**config.mk**
```make
export PLATFORM = sky130hd
export DESIGN_NAME = fp_mem_wb_pipe
export DESIGN_NICKNAME = d
export VERILOG_FILES = /design/src/rtl/fp_mem_wb_pipe.sv
export SDC_FILE = /design/constraint.sdc
export NUM_CORES = 1
export LEC_CHECK = 0
export BUFFER_PORTS_ARGS = -buffer_cell sky130_fd_sc_hd__buf_2
export CORE_MARGIN = 4
export CORE_UTILIZATION = 58
export DETAILED_ROUTE_END_ITERATION = 12
export GPL_ROUTABILITY_DRIVEN = 0
export GPL_TIMING_DRIVEN = 0
export PLACE_DENSITY_LB_ADDON = 0.3
export SYNTH_ARGS = -nofsm -noshare
export SYNTH_HDL_FRONTEND = slang
export SYNTH_SLANG_ARGS = --single-unit
```
**constraint.sdc**
```tcl
create_clock -name clk -period 3.75 [get_ports clk]
set_clock_uncertainty 0.1 [all_clocks]
set_input_delay 0.5625 -clock clk [delete_from_list [all_inputs] [get_ports clk]]
set_output_delay 0.5625 -clock clk [all_outputs]
set_load 0.01 [all_outputs]
```
**src/rtl/fp_mem_wb_pipe.sv**
```systemverilog
// FP MEM->WB pipeline register: head entry plus one skid entry behind a registered
// ready, with pre-muxed forwarding of the entry about to retire.
module fp_mem_wb_pipe #(
  parameter int DATA_W = 32,
  parameter int RD_W   = 5
) (
  input  logic              clk,
  input  logic              rst_n,
  input  logic              flush,
  input  logic              in_valid,
  output logic              in_ready,
  input  logic [DATA_W-1:0] in_dm_out,
  input  logic [DATA_W-1:0] in_mov_out,
  input  logic [DATA_W-1:0] in_norm_out,
  input  logic [1:0]        in_wb_sel,
  input  logic              in_wb_fp_en,
  input  logic              in_wb_int_en,
  input  logic [RD_W-1:0]   in_rd,
  output logic              out_valid,
  input  logic              out_ready,
  output logic [DATA_W-1:0] dm_out,
  output logic [DATA_W-1:0] mov_out,
  output logic [DATA_W-1:0] norm_out,
  output logic [1:0]        wb_sel,
  output logic              wb_fp_en,
  output logic              wb_int_en,
  output logic [RD_W-1:0]   rd,
  output logic              fwd_fp_valid,
  output logic              fwd_int_valid,
  output logic [DATA_W-1:0] fwd_data,
  output logic [1:0]        occupancy
);

  typedef struct packed {
    logic [DATA_W-1:0] dm;
    logic [DATA_W-1:0] mov;
    logic [DATA_W-1:0] norm;
    logic [1:0]        sel;
    logic              fp_en;
    logic              int_en;
    logic [RD_W-1:0]   rd;
  } entry_t;

  function automatic logic [DATA_W-1:0] fwd_mux(input entry_t e);
    logic [DATA_W-1:0] r;
    case (e.sel)
      2'b00:   r = e.dm;
      2'b01:   r = e.mov;
      2'b10:   r = e.norm;
      default: r = '0;
    endcase
    return r;
  endfunction

  entry_t in_ent;
  entry_t hd_p1, sk_p1;
  entry_t hd_nxt, sk_nxt;
  logic   hd_vld_p1, sk_vld_p1;
  logic   hd_vld_nxt, sk_vld_nxt;
  logic   in_ready_q;
  logic   acc, drn;

  assign in_ent = {in_dm_out, in_mov_out, in_norm_out, in_wb_sel,
                   in_wb_fp_en, in_wb_int_en, in_rd};
  assign acc    = in_valid & in_ready_q;
  assign drn    = hd_vld_p1 & out_ready;

  always_comb begin
    hd_nxt     = hd_p1;
    sk_nxt     = sk_p1;
    hd_vld_nxt = hd_vld_p1;
    sk_vld_nxt = sk_vld_p1;
    if (flush) begin
      hd_vld_nxt = 1'b0;
      sk_vld_nxt = 1'b0;
    end else if (!hd_vld_p1 || drn) begin
      if (sk_vld_p1) begin
        hd_nxt     = sk_p1;
        hd_vld_nxt = 1'b1;
        sk_vld_nxt = 1'b0;
        if (acc) begin
          sk_nxt     = in_ent;
          sk_vld_nxt = 1'b1;
        end
      end else if (acc) begin
        hd_nxt     = in_ent;
        hd_vld_nxt = 1'b1;
      end else begin
        hd_vld_nxt = 1'b0;
      end
    end else if (acc) begin
      // Head stalled: the registered ready guarantees the skid slot is free here.
      sk_nxt     = in_ent;
      sk_vld_nxt = 1'b1;
    end
  end

  // Stage p1: head/skid storage
  always_ff @(posedge clk or negedge rst_n) begin
    if (!rst_n) begin
      hd_p1      <= '0;
      sk_p1      <= '0;
      hd_vld_p1  <= 1'b0;
      sk_vld_p1  <= 1'b0;
      in_ready_q <= 1'b1;
    end else begin
      hd_p1      <= hd_nxt;
      sk_p1      <= sk_nxt;
      hd_vld_p1  <= hd_vld_nxt;
      sk_vld_p1  <= sk_vld_nxt;
      in_ready_q <= ~sk_vld_nxt;
    end
  end

  assign in_ready      = in_ready_q;
  assign out_valid     = hd_vld_p1;
  assign dm_out        = hd_p1.dm;
  assign mov_out       = hd_p1.mov;
  assign norm_out      = hd_p1.norm;
  assign wb_sel        = hd_p1.sel;
  assign rd            = hd_p1.rd;
  assign wb_fp_en      = hd_vld_p1 & hd_p1.fp_en;
  assign wb_int_en     = hd_vld_p1 & hd_p1.int_en;
  assign fwd_fp_valid  = wb_fp_en;
  assign fwd_int_valid = wb_int_en;
  assign fwd_data      = fwd_mux(hd_p1);
  assign occupancy     = {1'b0, hd_vld_p1} + {1'b0, sk_vld_p1};

endmodule
```
==> flow_metrics.env <==
export IMPL_die_area_mm2=0.0206
export IMPL_ys_seq_area_frac=0.500
export IMPL_clock_path_buffers=3
export IMPL_root_buffer="clkbuf_16"
export IMPL_power_density_mw_per_mm2=580
export IMPL_synth_seq_cells=213
export IMPL_final_cell_count_no_fill=1314
export IMPL_p_clk_frac=0.288
export IMPL_start_util=0.591
export IMPL_cts_tree="built"
export IMPL_maxCapViolCount=0
export IMPL_setup_viol=0
export IMPL_drv_slew=0
export IMPL_worst_path_most_repeated_cell="clkbuf_1"
export IMPL_synthDistinctLibCells=19
export IMPL_cts_resized=0
export IMPL_hold_viol=0
export IMPL_drc_errors=0
export IMPL_drive_above_1_share=0.627
export IMPL_crit_path_start_kind="register"
export IMPL_wire_per_inst_um=19.8
export IMPL_hp_class="primary input to asynchronous set/reset pin"
export IMPL_synthCells=789
export IMPL_worst_setup_path_type="register to output pin"
export IMPL_drtIter0Drc=247
export IMPL_end_kind="output pin"
export IMPL_hpwl_um=18900
export IMPL_cts_sinks=213
export IMPL_syn_nets=900
export IMPL_antenna_found_initial=7
export IMPL_rsz0062_at_grt="false"
export IMPL_clock_latency_ns=0.50
export IMPL_status="finished clean"
export IMPL_cp_data_required_time_ns=3.09
export IMPL_vdd_drop_max_mv=0.415
export IMPL_switching_power_mw=2.19
export IMPL_ctsHoldBuffers=0
export IMPL_core_mm2=0.0180
export IMPL_die_height_um=144
export IMPL_combinationalPowerShare=0.278
export IMPL_io_buffers=252
export IMPL_power_frac_seq=0.434
export IMPL_first_pass_iters=4
export IMPL_place_inst=1271
export IMPL_nets=1178
export IMPL_clk_pin_slew_worst_paths_ns=0.06
export IMPL_critical_path_slowest_cell="clkbuf_1"
export IMPL_slew_headroom=0.398
export IMPL_die_x_um=144
export IMPL_cp_arrival_ns=2.65
export IMPL_path_buf_inv=4
export IMPL_ant_nets=0
export IMPL_viasPerCell=5.29
export IMPL_slowest_delay_ns=0.58
export IMPL_grt_max_degree=119
export IMPL_max_freq_mhz=302
export IMPL_synth_warnings=0
export IMPL_cts_buffers=23
export IMPL_place_ws_ns=0.880
export IMPL_htreeDepth=1
export IMPL_drt_wl_total_um=26000
export IMPL_power_leakage_nw=6.15
export IMPL_worstPathCellList="clkbuf_1 > nor2b_1 > clkbuf_1 > clkbuf_1 > nand2_1 > o21ai_0 > buf_2"
export IMPL_tightest_slew_ns=0.904
export IMPL_fin_crit_ns=3.31
export IMPL_grt_use_total=0.249
export IMPL_synth_area_mm2=0.0107
export IMPL_grt_pass1_vias=7175
export IMPL_num_rows=49
export IMPL_grt_pass1_wl_um=39700
export IMPL_holdWs_ns=0.0360
export IMPL_internal_power_mw=5.33
export IMPL_worstPathMaxFanout=10
export IMPL_finalWorstSetupSlack_ns=0.438
export IMPL_swShare=0.291
export IMPL_fin_setup_tns_ns=0
export IMPL_fin_crit_sh=0.883
export IMPL_overflow=0
export IMPL_syn_area_per_cell_um2=13.5
export IMPL_crit_family="buffers and inverters"
export IMPL_post_cts_buffers=0
export IMPL_pin_count=253
export IMPL_area_growth_syn_to_layout_pct=21.7
export IMPL_dr_total_vias=6957
state kept, by name (all words and copies together), names as in the netlist:
register   cells
dm_out        32
hd_p1          2
in_ready       1
mov_out       32
norm_out      32
out_valid      1
rd             5
sk_p1        105
sk_vld_p1      1
wb_sel         2
worst paths after layout:
kind / start / end / slack, ns / cells after the start
setup / recovery: wb_sel[0] / fwd_data[28] / 0.44 / 7
hold / removal: rst_n / rd[1] / 0.04 / 1
setup reg to reg: sk_vld_p1 / mov_out[8] / 1.35 / 6
hold reg to reg: sk_p1[21] / sk_p1[21] / 0.38 / 1
max in group asynchronous: rst_n / sk_p1[24] / 2.50 / 2
min in group clk: in_mov_out[27] / sk_p1[68] / 0.19 / 2
metrics by stage:
stage	utilization	cell area, um2	total power, mW
6_report	0.719	13000	7.52
3_3_place_gp	0.677	12200	5.31
3_5_place_dp	0.679	12200	5.40
2_1_floorplan	-	10700	4.55
5_1_grt	0.719	13000	7.91
4_1_cts	0.719	13000	7.59
cell usage in the layout, fill, tap and decap left out, types with 11 or more instances in the layout:
cell type	n
clkbuf_16	23
mux2_1	63
clkbuf_1	20
nand2_1	33
mux2_2	252
o21ai_0	32
mux2i_1	32
buf_4	106
buf_6	11
buf_2	270
dfrtp_1	212
metal layers:
layer  track usage  vias to the layer above  share of wire  routed length (um)
met3        0.0399                       48          0.052                1350
met4        0.0679                        4          0.028                 740
met2         0.397                      198           0.47               12300
met5             0                        -         0.0010                  26
met1         0.358                     3473           0.45               11600
li1              -                     3234              -                   -
cell type report:
cell class	instances	area, um2
clock buffers	33	653
diodes	4	10.0
plain buffers	150	1070
fillers	1284	5060
clock inverters	6	60.1
repair buffers	253	1300
well taps	229	287
multi-input cells	425	4260
flip-flops and latches	213	5330
inverters	1	3.75
power by group through the flow:
| stage | Combinational (mW) | Sequential (mW) | Clock [mW] |
|---|---|---|---|
| 2_1_floorplan | 1.40 | 3.15 | 0 |
| 3_3_place_gp | 2.05 | 3.25 | 0 |
| 3_5_place_dp | 2.11 | 3.29 | 0 |
| 4_1_cts | 2.12 | 3.25 | 2.22 |
| 5_1_grt | 2.28 | 3.33 | 2.31 |
| 6_report | 2.09 | 3.26 | 2.16 |
logic make-up after synthesis:
family | synth area share
flip-flops | 0.500
buffers and inverters | 0.100
AO/OA/AOI/OAI | 0.0180
AND/OR/NAND/NOR | 0.0163
adder cells (fa/ha/maj) | 0.00211
multiplexers | 0.363
cell usage after synthesis:
| cell type | count | area [um2] |
|---|---|---|
| o21ai_0 | 32 | 160 |
| and2_1 | 3 | 18.8 |
| mux2i_1 | 32 | 320 |
| mux2_2 | 252 | 2840 |
| clkbuf_1 | 14 | 52.6 |
| nand2b_1 | 2 | 12.5 |
| dfrtp_1 | 212 | 5310 |
| buf_4 | 106 | 796 |
| buf_6 | 11 | 124 |
| nand2_1 | 33 | 124 |
| a211oi_2 | 2 | 25.0 |
| inv_2 | 1 | 3.75 |
| mux2_1 | 63 | 709 |
| nor2b_1 | 3 | 18.8 |
| dfstp_2 | 1 | 26.3 |
| maj3_1 | 1 | 10.0 |
| buf_2 | 19 | 95.1 |
| a31oi_1 | 1 | 6.26 |
| ha_1 | 1 | 12.5 |
Note: power is estimated with default switching activity, not from simulation.
